==> src/rtl/alu_pipe.sv <==
// Pipelined ALU with a registered result, valid/ready handshakes and an architectural NZCV flag register.
// Define ALU_PIPE_MUL_EN to build the iterative shift-add multiplier for op C.
module alu_pipe #(
   parameter int WIDTH = 32
) (
   input  logic             clk,
   input  logic             rst_n,
   input  logic             in_valid,
   output logic             in_ready,
   input  logic [3:0]       op,
   input  logic [WIDTH-1:0] a,
   input  logic [WIDTH-1:0] b,
   input  logic             set_flags,
   output logic             out_valid,
   input  logic             out_ready,
   output logic [WIDTH-1:0] result,
   output logic             flag_n,
   output logic             flag_z,
   output logic             flag_c,
   output logic             flag_v,
   output logic             busy
);

   localparam logic [3:0] OP_AND = 4'h0;
   localparam logic [3:0] OP_EOR = 4'h1;
   localparam logic [3:0] OP_SUB = 4'h2;
   localparam logic [3:0] OP_RSB = 4'h3;
   localparam logic [3:0] OP_ADD = 4'h4;
   localparam logic [3:0] OP_ADC = 4'h5;
   localparam logic [3:0] OP_SBC = 4'h6;
   localparam logic [3:0] OP_RSC = 4'h7;
   localparam logic [3:0] OP_ORR = 4'h8;
   localparam logic [3:0] OP_MOV = 4'h9;
   localparam logic [3:0] OP_BIC = 4'hA;
   localparam logic [3:0] OP_MVN = 4'hB;

   logic             accept;
   logic [WIDTH-1:0] opx;
   logic [WIDTH-1:0] opy;
   logic             cin;
   logic [WIDTH:0]   sum;
   logic             alu_v;
   logic [WIDTH-1:0] alu_res;
   logic             is_arith;
   logic             is_logic;

   logic             done;
   logic [WIDTH-1:0] done_res;
   logic             done_nz;
   logic             done_cv;

   assign accept = in_valid && in_ready;

   // Every arithmetic op is folded onto one adder as x + y + cin, with y inverted for subtracts.
   always_comb begin
      opx      = a;
      opy      = b;
      cin      = 1'b0;
      is_arith = 1'b0;
      is_logic = 1'b0;
      alu_res  = '0;
      case (op)
         OP_SUB: begin opy = ~b; cin = 1'b1; is_arith = 1'b1; end
         OP_RSB: begin opx = b; opy = ~a; cin = 1'b1; is_arith = 1'b1; end
         OP_ADD: is_arith = 1'b1;
         OP_ADC: begin cin = flag_c; is_arith = 1'b1; end
         OP_SBC: begin opy = ~b; cin = flag_c; is_arith = 1'b1; end
         OP_RSC: begin opx = b; opy = ~a; cin = flag_c; is_arith = 1'b1; end
         OP_AND, OP_EOR, OP_ORR, OP_MOV, OP_BIC, OP_MVN: is_logic = 1'b1;
         default: ;
      endcase
      sum   = {1'b0, opx} + {1'b0, opy} + {{WIDTH{1'b0}}, cin};
      alu_v = (opx[WIDTH-1] == opy[WIDTH-1]) && (sum[WIDTH-1] != opx[WIDTH-1]);
      case (op)
         OP_AND: alu_res = a & b;
         OP_EOR: alu_res = a ^ b;
         OP_ORR: alu_res = a | b;
         OP_MOV: alu_res = b;
         OP_BIC: alu_res = a & ~b;
         OP_MVN: alu_res = ~b;
         default: if (is_arith) alu_res = sum[WIDTH-1:0];
      endcase
   end

`ifdef ALU_PIPE_MUL_EN
   localparam int CW = $clog2(WIDTH);
   localparam logic [3:0] OP_MUL = 4'hC;

   typedef enum logic {S_IDLE, S_MUL} state_t;
   state_t state, state_next;

   logic [WIDTH-1:0] mul_a;
   logic [WIDTH-1:0] mul_b;
   logic [WIDTH-1:0] mul_acc;
   logic [WIDTH-1:0] mul_sum;
   logic [CW-1:0]    mul_cnt;
   logic             mul_sf;
   logic             is_mul;
   logic             mul_last;

   assign is_mul   = (op == OP_MUL);
   assign mul_last = (state == S_MUL) && (mul_cnt == CW'(WIDTH - 1));
   assign mul_sum  = mul_acc + (mul_b[0] ? mul_a : '0);
   assign in_ready = (state == S_IDLE) && (!out_valid || out_ready);
   assign busy     = (state == S_MUL);

   always_ff @(posedge clk or negedge rst_n) begin
      if (!rst_n) state <= S_IDLE;
      else        state <= state_next;
   end

   always_comb begin
      state_next = state;
      case (state)
         S_IDLE:  if (accept && is_mul) state_next = S_MUL;
         S_MUL:   if (mul_last) state_next = S_IDLE;
         default: state_next = S_IDLE;
      endcase
   end

   // One shift-add step per cycle; the final step is folded into the completion value.
   always_ff @(posedge clk or negedge rst_n) begin
      if (!rst_n) begin
         mul_a   <= '0;
         mul_b   <= '0;
         mul_acc <= '0;
         mul_cnt <= '0;
         mul_sf  <= 1'b0;
      end else if (accept && is_mul) begin
         mul_a   <= a;
         mul_b   <= b;
         mul_acc <= '0;
         mul_cnt <= '0;
         mul_sf  <= set_flags;
      end else if (state == S_MUL) begin
         mul_acc <= mul_sum;
         mul_a   <= mul_a << 1;
         mul_b   <= mul_b >> 1;
         mul_cnt <= mul_cnt + 1'b1;
      end
   end

   always_comb begin
      done     = accept && !is_mul;
      done_res = alu_res;
      done_nz  = set_flags && (is_arith || is_logic);
      done_cv  = set_flags && is_arith;
      if (mul_last) begin
         done     = 1'b1;
         done_res = mul_sum;
         done_nz  = mul_sf;
         done_cv  = 1'b0;
      end
   end
`else
   assign in_ready = !out_valid || out_ready;
   assign busy     = 1'b0;

   always_comb begin
      done     = accept;
      done_res = alu_res;
      done_nz  = set_flags && (is_arith || is_logic);
      done_cv  = set_flags && is_arith;
   end
`endif

   // A completion always wins over a drain, so drain-and-accept keeps out_valid high.
   always_ff @(posedge clk or negedge rst_n) begin
      if (!rst_n) begin
         result    <= '0;
         out_valid <= 1'b0;
         flag_n    <= 1'b0;
         flag_z    <= 1'b0;
         flag_c    <= 1'b0;
         flag_v    <= 1'b0;
      end else if (done) begin
         result    <= done_res;
         out_valid <= 1'b1;
         if (done_nz) begin
            flag_n <= done_res[WIDTH-1];
            flag_z <= (done_res == '0);
         end
         if (done_cv) begin
            flag_c <= sum[WIDTH];
            flag_v <= alu_v;
         end
      end else if (out_valid && out_ready) begin
         out_valid <= 1'b0;
      end
   end

endmodule

==> config.mk <==
export PLATFORM = sky130hd
export DESIGN_NAME = alu_pipe
export DESIGN_NICKNAME = d
export VERILOG_FILES = /design/src/rtl/alu_pipe.sv
export SDC_FILE = /design/constraint.sdc
export NUM_CORES = 1
export LEC_CHECK = 0
export BUFFER_PORTS_ARGS = -buffer_cell sky130_fd_sc_hd__buf_2
export CORE_MARGIN = 8
export CORE_UTILIZATION = 28
export DETAILED_ROUTE_END_ITERATION = 12
export PLACE_DENSITY = 0.44
export SLEW_MARGIN = 20
export SYNTH_ARGS = -nofsm -noshare
export SYNTH_HDL_FRONTEND = slang
export SYNTH_SLANG_ARGS = --single-unit
==> constraint.sdc <==
create_clock -name clk -period 3.4 [get_ports clk]
set_clock_uncertainty 0.1 [all_clocks]
set_input_delay 0.85 -clock clk [delete_from_list [all_inputs] [get_ports clk]]
set_output_delay 0.85 -clock clk [all_outputs]
set_load 0.005 [all_outputs]
==> results of run 1 <==
-- metal layers --
layer	wire length [um]	global-route usage
met4	767	0.0424
met2	15200	0.357
met3	968	0.0220
met5	0	0
met1	13400	0.237
-- cell usage in the layout (no fill, tap or decap), types with 30 or more instances in the layout --
| cell type | count |
|---|---|
| inv_1 | 74 |
| buf_2 | 107 |
| nand2_1 | 209 |
| buf_4 | 308 |
| o21ai_0 | 109 |
| nor2_1 | 42 |
| a21oi_1 | 52 |
| buf_6 | 30 |
| dfrtp_1 | 37 |
| ha_1 | 54 |
-- timing repair --
| item | in CTS | in global routing |
|---|---|---|
| pin swaps | 51 | 55 |
| cloned | 1 | 0 |
| hold endpoints to repair | 0 | 0 |
| setup buffers | 27 | 32 |
| endpoints found under the setup margin | 27 | 32 |
| gates resized for setup | 87 | 103 |
-- per-stage QoR --
step           cells  hold WS [ns]
2_1_floorplan   1051         0.370
3_3_place_gp    1703         0.357
3_5_place_dp    1703         0.364
4_1_cts         1737         0.378
5_1_grt         1765         0.398
6_report        1765         0.367
-- worst register-to-register path: stages, from the launching register on --
cell	delay [ns]
dfrtp_1	0.47
nor2b_1	0.18
nor3_2	0.07
fa_2	0.42
fa_2	0.37
a21o_1	0.23
a221oi_4	0.24
buf_6	0.17
o21bai_2	0.09
xnor2_1	0.19
o21ai_2	0.09
nor4_2	0.30
nand4_1	0.16
nor4_2	0.33
buf_4	0.16
nand4_1	0.07
o21ai_1	0.09
-- state kept, by name (all words and copies together), names as in the netlist --
name	count
flag_n	1
out_valid	1
flag_c	1
flag_v	1
result	32
flag_z	1
-- cells by family after synthesis --
logic type	after synthesis
buffers and inverters	149
other	1
xor gates and xnor gates	38
adders and majority gates	65
and+or+nand+nor	384
DFF	37
AOI/OAI and AO/OA	368
muxes	9
-- power groups by stage --
stage	Sequential, uW	Combinational (uW)	Clock (uW)
2_1_floorplan	599	962	0
5_1_grt	602	2540	501
4_1_cts	593	2130	476
6_report	589	2340	460
3_5_place_dp	602	1960	0
3_3_place_gp	598	1950	0
-- cell type report --
type / instances / share of cell area
multi-input cells: 865 / 0.539
inverters: 74 / 0.0248
well taps: 324 / 0.0362
flip-flops and latches: 37 / 0.0826
clock inverters: 3 / 0.00190
repair buffers: 457 / 0.304
clock buffers: 5 / 0.0112
-- final timing paths --
check,start,endpoint,slack (ns),cells past startpoint
max,op[3],result[29],-0.88,22
min,result[29],result[29],0.37,2
max reg2reg,flag_c,flag_z,-0.39,16
min reg2reg,result[29],result[29],0.37,2
max in group asynchronous,rst_n,result[30],2.09,1
min in group asynchronous,rst_n,result[31],0.58,1
==> reports/metrics.csv, run 1 <==
stage,metric,value,unit
outcome,status,"finished, violations left",
outcome,violated checks,negative setup slack,
synth,post-synth top area share,0.134,
power_and_ir_drop,"IR drop worst, VDD",0.000196,V
placement,routability cong.,0.922,
synth,sequential area share after synthesis,0.134,
synth,synth warn,0,
clock_network,Root Driver,clkbuf_16,
setup_path,"Top cell by count, worst path",buf_6,
setup_path,Worst Setup End Kind,register,
sta,Slew headroom,0.433,
sta,count of pins over their slew limit,0,
sta,final setup margin,-0.885,ns
floorplan,I/O pin cnt,112,
clock_network,Clock Path Buffers,2,
power_and_ir_drop,switching power total,1420,uW
grt,Total GRT Usage,0.194,
synth,"area leader, netlist",dfrtp_1,
clock_network,Hold Buf Count CTS,0,
synth,"EDFF count, synth",0,
synth,library cells used by synthesis,76,
routing,routed via count,9000,
floorplan,Die Y,173,um
setup_path,CP max-delay cell,or4_4,
setup_path,CP Max Fanout,7,
routing,vias per inst,5.10,
setup_path,worst path bufs/invs,9,
power_and_ir_drop,Overall Power,3390,uW
floorplan,die width,173,um
synth,syn_area_per_cell,6.56,sq um
layout,Sequential Area,926,sq um
setup_path,crit start category,input port,
worst_hold_path,Hold Crit Class,reg -> reg,
grt,total global routing overflow,0,
layout,Post-Layout Inst Area,0.0112,sq mm
layout,multi-input logic area,0.00604,sq mm
synth,top_reg_cell synth,dfrtp_1,
setup_path,CP top delay family,compound AO/OA/AOI/OAI gates,
sta,setup violators final,26,
routing,initial DRC count,499,
synth,Synth Area in Compound Gates,0.344,
routing,Detail Route Antenna Nets,0,
layout,Final #Nets,1578,
clock_network,CTS tree,built,
clock_network,Clock Latency Late Sink,0.29,ns
clock_network,total clock sinks,37,
layout,final design utilization,0.462,
power_and_ir_drop,leakage,0.00550,uW
synth,Post-Synth XOR/XNOR Area,0.0483,
synth,most common cell in the synthesized netlist,nand2_1,
setup_path,crit path kind,in -> reg,
grt,first-pass GRT wire length,47900,um
sta,Fin Setup TNS,-9.91,ns
synth,post-synthesis cell count,1051,
sta,RSZ-0062 raised after global routing,yes,
routing,routed wire length per instance,17.2,um
power_and_ir_drop,switching fraction of total power,0.417,
floorplan,Starting Density,0.284,
sta,Tightest Pin Transition,0.850,ns
placement,Port Buffers,110,
power_and_ir_drop,Combinational Power Share,0.691,
sta,Final period util,1.26,
setup_path,Worst Path Required,3.53,ns
synth,Synth Area in Adders,0.120,
grt,largest net degree at the start of global routing,59,
power_and_ir_drop,internal power,1980,uW
placement,pre-CTS setup slack,-1.20,ns
power_and_ir_drop,clock network fraction of design power,0.136,
sta,"Hold Vio Cnt, Final",0,
synth,largest family of logic cells by synthesized area,compound AO/OA/AOI/OAI gates,
setup_path,CP cell instances,buf_8 > nand3b_1 > buf_6 > buf_12 > buf_8 > nand2_4 > o21ai_4 > ha_4 > a21o_1 > nand4_1 > buf_4 > a2111oi_4 > o2111ai_2 > a21o_1 > buf_6 > or4_4 > nand3_4 > buf_6 > buf_6 > buf_6 > nand2_2 > nand2_1,
layout,synth-to-layout area growth,62.7,%
job,Max-Cap Viols,0,
routing,drt first pass iters,6,
grt,antenna violations before repair,0,
grt,vias in the first global route,8717,
setup_path,Max stage delay on crit path,0.51,ns
placement,placed inst area,0.00989,sq mm
synth,post-synthesis mux area share,0.0140,
clock_network,H-Tree Depth,2,
synth,commonest cells in the synthesized netlist,"218 x nand2_1, 153 x o21ai_0, 74 x inv_1, 65 x a21oi_1, 63 x ha_1",
routing,final WL,30400,um
synth,"FF+latch count, synth",37,
layout,Antenna Cells,0,
placement,HPWL Detailed,24200,um
synth,Post-Synth Simple-Gate Area,0.254,
floorplan,row count,57,
sta,Highest Clock Rate,0.233,GHz
setup_path,WP data arrival,4.41,ns
clock_network,CTS Buf Count,5,
layout,fillers,2538,
power_and_ir_drop,P per Cell Area,302,mW/mm^2
synth,async set-reset flop share out of synthesis,1.00,
power_and_ir_drop,Seq pwr share,0.174,
routing,DRC,0,
synth,synth top area cells,"dfrtp_1 13%, nand2_1 12%, ha_1 11%, o21ai_0 11%, a21oi_1 4.7%",
floorplan,core area,0.0242,sq mm
synth,syn nets,1189,
synth,Synth Cell Area,0.00689,sq mm
floorplan,Total Die Area,0.0299,sq mm
clock_network,Worst-path clk slew,0.06,ns
sta,crit path time final,4.28,ns
layout,layout cell share with drive strength beyond 1,0.411,
(Power assumes the default switching activity.)
==> run 2, diff against run 1 <==
--- a/config.mk
+++ b/config.mk
@@ -5,11 +5,13 @@
 export SDC_FILE = /design/constraint.sdc
 export NUM_CORES = 1
 export LEC_CHECK = 0
+export ABC_AREA = 1
 export BUFFER_PORTS_ARGS = -buffer_cell sky130_fd_sc_hd__buf_2
 export CORE_MARGIN = 8
 export CORE_UTILIZATION = 28
 export DETAILED_ROUTE_END_ITERATION = 12
 export PLACE_DENSITY = 0.44
+export REMOVE_ABC_BUFFERS = 1
 export SLEW_MARGIN = 20
 export SYNTH_ARGS = -nofsm -noshare
 export SYNTH_HDL_FRONTEND = slang
==> run 2 against run 1 <==
- the flow still finishes with violations (negative setup slack)
- design area shrank 6.8%
- combinational power fell by 17%
- utilization fell by 3.3 points
- global-route usage rose by 0.50 points
- cell count increased by 9.5%
- synthesized area grew 0.56%
- via count grew 2.5%
- sequential share of layout area rose by 0.60 points
- worst hold slack improved by 0.010 ns
- clock-buffer cell count rose by 2
- non-clock buffer count decreased by 90
- critical endpoint is now flag_z
- largest cell class unchanged
- largest power group unchanged
==> reports/metrics.csv, run 2 <==
stage,metric,value,unit,change
worst_hold_path,Hold Crit Class,reg -> reg,,
setup_path,Worst Setup End Kind,register,,
placement,HPWL Detailed,24700,um,+2.4%
grt,antenna violations before repair,1,,+1
routing,routed wire length per instance,16.2,um,-5.9%
grt,first-pass GRT wire length,48100,um,+0.43%
synth,top_reg_cell synth,dfrtp_1,,
floorplan,core area,0.0243,sq mm,+0.29%
synth,Synth Area in Compound Gates,0.211,,-0.133
routing,drt first pass iters,5,,-1
synth,synth warn,0,,unchanged
layout,register with the most flip-flops,result,,
job,Max-Cap Viols,0,,unchanged
synth,post-synthesis cell count,1274,,+21%
sta,Slew headroom,0.618,,+0.185
setup_path,Reg2Reg Launch Point,flag_c,,
synth,most common cell in the synthesized netlist,nand2_1,,
clock_network,H-Tree Depth,2,,unchanged
clock_network,CTS Buf Count,5,,unchanged
power_and_ir_drop,P per Cell Area,301,mW/mm^2,-0.41%
synth,post-synth top area share,0.239,,+0.105
setup_path,crit start category,input port,,
setup_path,flop-to-flop setup slack,0.48,ns,+0.87 ns
synth,"area leader, netlist",nand2_1,,
floorplan,Total Die Area,0.0300,sq mm,+0.51%
synth,synth top area cells,"nand2_1 24%, dfrtp_1 13%, ha_1 11%, inv_1 11%, o21ai_0 8.0%",,
clock_network,CTS tree,built,,
grt,largest net degree at the start of global routing,36,,-39%
floorplan,Starting Density,0.285,,+0.000761
clock_network,Clock Path Buffers,2,,unchanged
setup_path,Worst Path Required,3.54,ns,about the same
routing,routed via count,9223,,+2.5%
clock_network,Root Driver,clkbuf_16,,
routing,final WL,31300,um,+3.1%
setup_path,WP data arrival,3.62,ns,-0.79 ns
routing,initial DRC count,644,,+29%
outcome,violated checks,negative setup slack,,
layout,Final #Nets,1746,,+11%
sta,setup violators final,2,,-92%
floorplan,die width,173,um,+0.25%
power_and_ir_drop,leakage,0.00566,uW,+2.8%
layout,layout cell share with drive strength beyond 1,0.310,,-0.101
synth,largest family of logic cells by synthesized area,simple AND/OR/NAND/NOR gates,,
clock_network,Clock Latency Late Sink,0.30,ns,about the same
synth,library cells used by synthesis,34,,-55%
outcome,status,"finished, violations left",,
sta,crit path time final,3.48,ns,-0.808 ns
setup_path,Setup crit end,flag_z,,
sta,Highest Clock Rate,0.288,GHz,+23%
synth,Synth Cell Area,0.00693,sq mm,+0.56%
clock_network,total clock sinks,37,,unchanged
grt,vias in the first global route,8704,,-0.15%
routing,DRC,0,,unchanged
setup_path,Reg-to-Reg End,flag_z,,
setup_path,crit path kind,in -> reg,,
sta,Final period util,1.02,,-0.238
layout,"commonest non-fill, non-tap cell in the layout",nand2_1,,
synth,post-synthesis mux area share,0,,-0.0140
synth,sequential area share after synthesis,0.134,,-0.000752
layout,most frequent cells in the layout,"403 x nand2_1, 235 x buf_4, 196 x inv_1",,
sta,count of pins over their slew limit,0,,unchanged
layout,Antenna Cells,0,,unchanged
power_and_ir_drop,Overall Power,3150,uW,-7.2%
sta,Tightest Pin Transition,0.569,ns,-0.282 ns
synth,async set-reset flop share out of synthesis,1.00,,unchanged
routing,Detail Route Antenna Nets,0,,unchanged
layout,final design utilization,0.430,,-0.0327
sta,RSZ-0062 raised after global routing,yes,,
clock_network,Hold Buf Count CTS,0,,unchanged
routing,vias per inst,4.77,,-6.4%
setup_path,Worst R2R Path Depth,19,,+3
setup_path,Worst Setup SP,op[0],,
synth,commonest cells in the synthesized netlist,"441 x nand2_1, 199 x inv_1, 113 x nor2_1, 111 x o21ai_0, 70 x nand3_1",,
synth,Post-Synth XOR/XNOR Area,0.00126,,-0.0470
synth,"EDFF count, synth",0,,unchanged
grt,Total GRT Usage,0.199,,+0.00503
floorplan,Die Y,173,um,+0.25%
layout,max reg flops,32,,unchanged
power_and_ir_drop,"IR drop worst, VDD",0.000173,V,-12%
floorplan,row count,57,,unchanged
sta,final setup margin,-0.0769,ns,+0.808 ns
placement,routability cong.,0.904,,-2.0%
floorplan,I/O pin cnt,112,,unchanged
clock_network,Worst-path clk slew,0.07,ns,about the same
grt,total global routing overflow,0,,unchanged
synth,"FF+latch count, synth",37,,unchanged
layout,fillers,2663,,+4.9%
layout,synth-to-layout area growth,50.7,%,
synth,syn_area_per_cell,5.44,sq um,-17%
placement,Port Buffers,110,,unchanged
synth,Synth Area in Adders,0.120,,-0.000673
setup_path,CP Max Fanout,5,,-2
sta,"Hold Vio Cnt, Final",0,,unchanged
synth,Post-Synth Simple-Gate Area,0.392,,+0.138
run 2: cell count changes after synthesis, moves of 12 or more:
cell / change
a21o_1: -19
a22oi_1: +32
a32oi_1: -20
clkbuf_1: -30
inv_1: +125
nand2_1: +223
nand3_1: +45
nor2_1: +69
o211ai_1: +12
o21ai_0: -42
o221ai_1: -14
xor2_1: -27
run 2: routing by layer:
metal	global-route usage	vias to the layer above	part of all wire
li1	-	4790	-
met2	0.315	227	0.44
met4	0.0424	0	0.015
met5	0	-	0
met1	0.282	4181	0.50
met3	0.0250	25	0.049
run 2: cell families after synthesis:
family / count (synthesis)
xor+xnor: 1
compound gates: 255
flops: 37
fa+ha+maj: 65
buf+inv: 246
other cells: 1
simple gates: 669
run 2: final cells by class:
type | count | area [sq um] | share of cell area
inverter | 206 | 776 | 0.0743
clock buffer | 7 | 143 | 0.0137
timing repair buffer | 367 | 2730 | 0.262
multi-input combinational | 991 | 5440 | 0.520
tap | 324 | 405 | 0.0388
sequential | 37 | 926 | 0.0886
clock inverter | 1 | 30.0 | 0.00287
run 2: per-stage QoR:
| step | hold WS [ns] | setup slack, ns | cell area, sq um | TNS (ns) | std cells |
|---|---|---|---|---|---|
| after floorplan | 0.371 | -2.89 | 6720 | -82.17 | 1234 |
| after global placement | 0.359 | -0.553 | 9540 | -6.25 | 1902 |
| after detailed placement | 0.361 | -0.558 | 9540 | -7.23 | 1902 |
| after CTS | 0.380 | -0.148 | 9840 | -0.206 | 1914 |
| after global routing | 0.401 | -0.332 | 10400 | -1.43 | 1933 |
| final | 0.378 | -0.0769 | 10400 | -0.0954 | 1933 |
run 2: report_power, final:
group | internal (uW) | switching [uW] | total, uW
registers | 529 | 52.4 | 582
clock network | 369 | 253 | 622
logic | 870 | 1070 | 1940
total | 1770 | 1380 | 3150
run 2: critical path, cell delays in order:
cell and delay, ns:
buf_12 0.11, inv_4 0.05, nand2_4 0.07, a21oi_4 0.24, buf_6 0.15, clkbuf_16 0.13, o21ai_0 0.08, ha_1 0.34
buf_4 0.16, nand2_2 0.11, inv_1 0.07, a21oi_1 0.16, buf_4 0.15, nand2_1 0.07, nand2_1 0.09, buf_4 0.11
nand4_1 0.08, nand3_1 0.14, nand2_1 0.07, nor2_1 0.10, nand2_1 0.06, nor2_2 0.09, nand3_1 0.08, nand2_1 0.06
run 2: repair_timing:
action	4_1_cts	5_1_grt
cloned	1	3
setup buffers	3	17
pin swaps	2	32
resized for setup	22	141
setup endpoints to repair	9	25
run 2: worst min path at each step:
stage	slack (ns)	cells after the start	endpoint	from
2_1_floorplan	0.37	2	flag_z	flag_z
3_3_place_gp	0.36	2	result[4]	result[4]
6_report	0.38	2	result[4]	result[4]
3_5_place_dp	0.36	2	result[4]	result[4]
5_1_grt	0.40	2	result[3]	result[3]
4_1_cts	0.38	2	result[4]	result[4]
==> run 3, diff against run 2 <==
--- a/config.mk
+++ b/config.mk
@@ -8,9 +8,9 @@
 export ABC_AREA = 1
 export BUFFER_PORTS_ARGS = -buffer_cell sky130_fd_sc_hd__buf_2
 export CORE_MARGIN = 8
-export CORE_UTILIZATION = 28
+export CORE_UTILIZATION = 50
 export DETAILED_ROUTE_END_ITERATION = 12
-export PLACE_DENSITY = 0.44
+export PLACE_DENSITY = 0.72
 export REMOVE_ABC_BUFFERS = 1
 export SLEW_MARGIN = 20
 export SYNTH_ARGS = -nofsm -noshare
==> run 3 against run 2 <==
- the run still ends with negative setup slack left
- largest power group unchanged
- first-iteration DRC count grew 140%
- via count up 13%
- highest routed layer unchanged
- combinational power grew 15%
==> reports/metrics.csv, run 3 (same netlist as run 2, synthesis figures left out) <==
stage,metric,value,unit,change
power_and_ir_drop,"IR drop worst, VDD",0.000213,V,+23%
clock_network,CTS tree,built,,
clock_network,CTS Buf Count,5,,unchanged
layout,"commonest non-fill, non-tap cell in the layout",nand2_1,,
grt,vias in the first global route,8816,,+1.3%
outcome,violated checks,negative setup slack,,
layout,synth-to-layout area growth,52.6,%,
power_and_ir_drop,P per Cell Area,315,mW/mm^2,+4.5%
setup_path,crit path kind,in -> reg,,
power_and_ir_drop,Overall Power,3330,uW,+5.9%
routing,drt first pass iters,10,,+5
floorplan,Die Y,134,um,-23%
sta,Final period util,1.10,,+0.0752
setup_path,WP data arrival,3.83,ns,+0.21 ns
layout,Post-Layout Inst Area,0.0106,sq mm,+1.3%
placement,Port Buffers,110,,unchanged
routing,routed via count,10400,,+13%
floorplan,die width,134,um,-23%
setup_path,CP Max Fanout,6,,+1
sta,crit path time final,3.73,ns,+0.256 ns
outcome,status,"finished, violations left",,
sta,"Hold Vio Cnt, Final",0,,unchanged
routing,Detail Route Antenna Nets,0,,unchanged
sta,Highest Clock Rate,0.268,GHz,-6.8%
routing,final WL,33400,um,+6.7%
clock_network,total clock sinks,37,,unchanged
power_and_ir_drop,internal power,1730,uW,-2.0%
grt,total global routing overflow,0,,unchanged
job,Max-Cap Viols,0,,unchanged
setup_path,Worst Setup End Kind,register,,
layout,Antenna Cells,0,,unchanged
sta,count of pins over their slew limit,0,,unchanged
sta,final setup margin,-0.332,ns,-0.256 ns
layout,max reg flops,32,,unchanged
floorplan,core area,0.0137,sq mm,-44%
floorplan,Total Die Area,0.0179,sq mm,-40%
layout,Final #Nets,1713,,-1.9%
routing,vias per inst,5.94,,+24%
clock_network,Clock Latency Late Sink,0.30,ns,about the same
layout,fin cells,1756,,-9.2%
setup_path,crit start category,input port,,
power_and_ir_drop,clock network fraction of design power,0.157,,-0.041
floorplan,row count,43,,-25%
routing,initial DRC count,1536,,+140%
clock_network,H-Tree Depth,2,,unchanged
placement,routability cong.,1.01,,+12%
sta,Fin Setup TNS,-0.884,ns,-0.788 ns
grt,first-pass GRT wire length,44100,um,-8.3%
clock_network,Clock Path Buffers,2,,unchanged
floorplan,I/O pin cnt,112,,unchanged
setup_path,Worst Path Required,3.50,ns,-0.04 ns
routing,routed wire length per instance,19.0,um,+17%
layout,register with the most flip-flops,result,,
placement,placed inst area,0.00884,sq mm,-7.4%
layout,most frequent cells in the layout,"354 x nand2_1, 200 x buf_4, 186 x inv_1",,
clock_network,Root Driver,clkbuf_16,,
grt,antenna violations before repair,0,,-1
power_and_ir_drop,switching fraction of total power,0.480,,+0.0419
power_and_ir_drop,switching power total,1600,uW,+16%
sta,RSZ-0062 raised after global routing,yes,,
floorplan,Starting Density,0.505,,+0.220
clock_network,Worst-path clk slew,0.07,ns,about the same
placement,HPWL Detailed,20400,um,-18%
power_and_ir_drop,leakage,0.00565,uW,-0.16%
worst_hold_path,Hold Crit Class,reg -> reg,,
layout,layout cell share with drive strength beyond 1,0.365,,+0.0560
routing,DRC,0,,unchanged
placement,cell count after placement,1693,,-11%
sta,Tightest Pin Transition,0.788,ns,+0.219 ns
grt,largest net degree at the start of global routing,38,,+5.6%
power_and_ir_drop,Combinational Power Share,0.670,,+0.052
clock_network,Hold Buf Count CTS,0,,unchanged
power_and_ir_drop,Seq pwr share,0.173,,-0.012
grt,Total GRT Usage,0.303,,+0.104
sta,Slew headroom,0.471,,-0.147
sta,setup violators final,9,,+7
[run 3: changes by cell type in the layout (fill, tap and decap cells not counted), moves of 10 or more]
cell / change
buf_4: -35
nand2_1: -49
nand2_2: +33
nand3_2: +15
inv_1: -10
nor2_1: -14
nand3_1: -19
nand2_4: +15
nor2_4: +15
[run 3: area by class of cell]
type | instances | area, sq um
tap | 180 | 225
clock inverter | 3 | 17.5
inverter | 206 | 778
multi-input combinational | 991 | 5990
sequential | 37 | 926
clock buffer | 5 | 125
fill | 972 | 3140
timing repair buffer | 334 | 2520
[run 3: power groups by stage]
stage	Combinational, uW	Clock, uW	Sequential [uW]
2_1_floorplan	861	0	592
3_3_place_gp	1590	0	578
3_5_place_dp	1610	0	583
4_1_cts	1770	513	575
5_1_grt	2380	542	587
6_report	2230	523	575
[run 3: worst max-delay path, cell delays in order]
cell and delay, ns:
buf_8 0.11, nand2_8 0.08, nor2_4 0.06, buf_12 0.15, buf_8 0.14, buf_6 0.12
a22oi_2 0.18, o21ai_1 0.11, ha_2 0.42, nand2_4 0.11, nor2_4 0.12, buf_4 0.12
buf_4 0.09, nand4_1 0.30, nand4_1 0.27, nand3_2 0.13, nand2_1 0.12, nor2_2 0.04
nand2_1 0.12, nor2_1 0.06, nand3_1 0.08, nand2_1 0.05
[run 3: stage by stage]
stage	util	worst slack [ns]	hold slack [ns]
2_1_floorplan	-	-2.89	0.371
3_3_place_gp	0.644	-0.519	0.358
3_5_place_dp	0.644	-0.576	0.364
6_report	0.771	-0.332	0.375
4_1_cts	0.700	-0.00722	0.380
5_1_grt	0.771	-0.368	0.395
[run 3: worst paths after layout]
kind	cells past startpoint	slack [ns]	endpoint	start
max in group asynchronous	1	2.35	result[29]	rst_n
worst max-delay path	22	-0.33	flag_z	op[0]
min in group asynchronous	1	0.43	result[2]	rst_n
worst max register to register	17	0.26	flag_z	flag_c
worst min-delay path	2	0.37	result[11]	result[11]
worst min register to register	2	0.37	result[11]	result[11]
[run 3: repair_timing]
| item | 4_1_cts | 5_1_grt |
|---|---|---|
| gates resized for setup | 104 | 222 |
| setup buffers | 26 | 25 |
| endpoints found under the setup margin | 12 | 23 |
| cloned | 3 | 2 |
| pin swaps | 54 | 123 |
[run 3: per-layer routing]
layer,routed length (um),track usage,vias to the layer above
met2,14500,0.475,846
met3,4360,0.0742,243
li1,-,-,4721
met5,0,0,-
met1,12600,0.395,4614
met4,1970,0.107,0
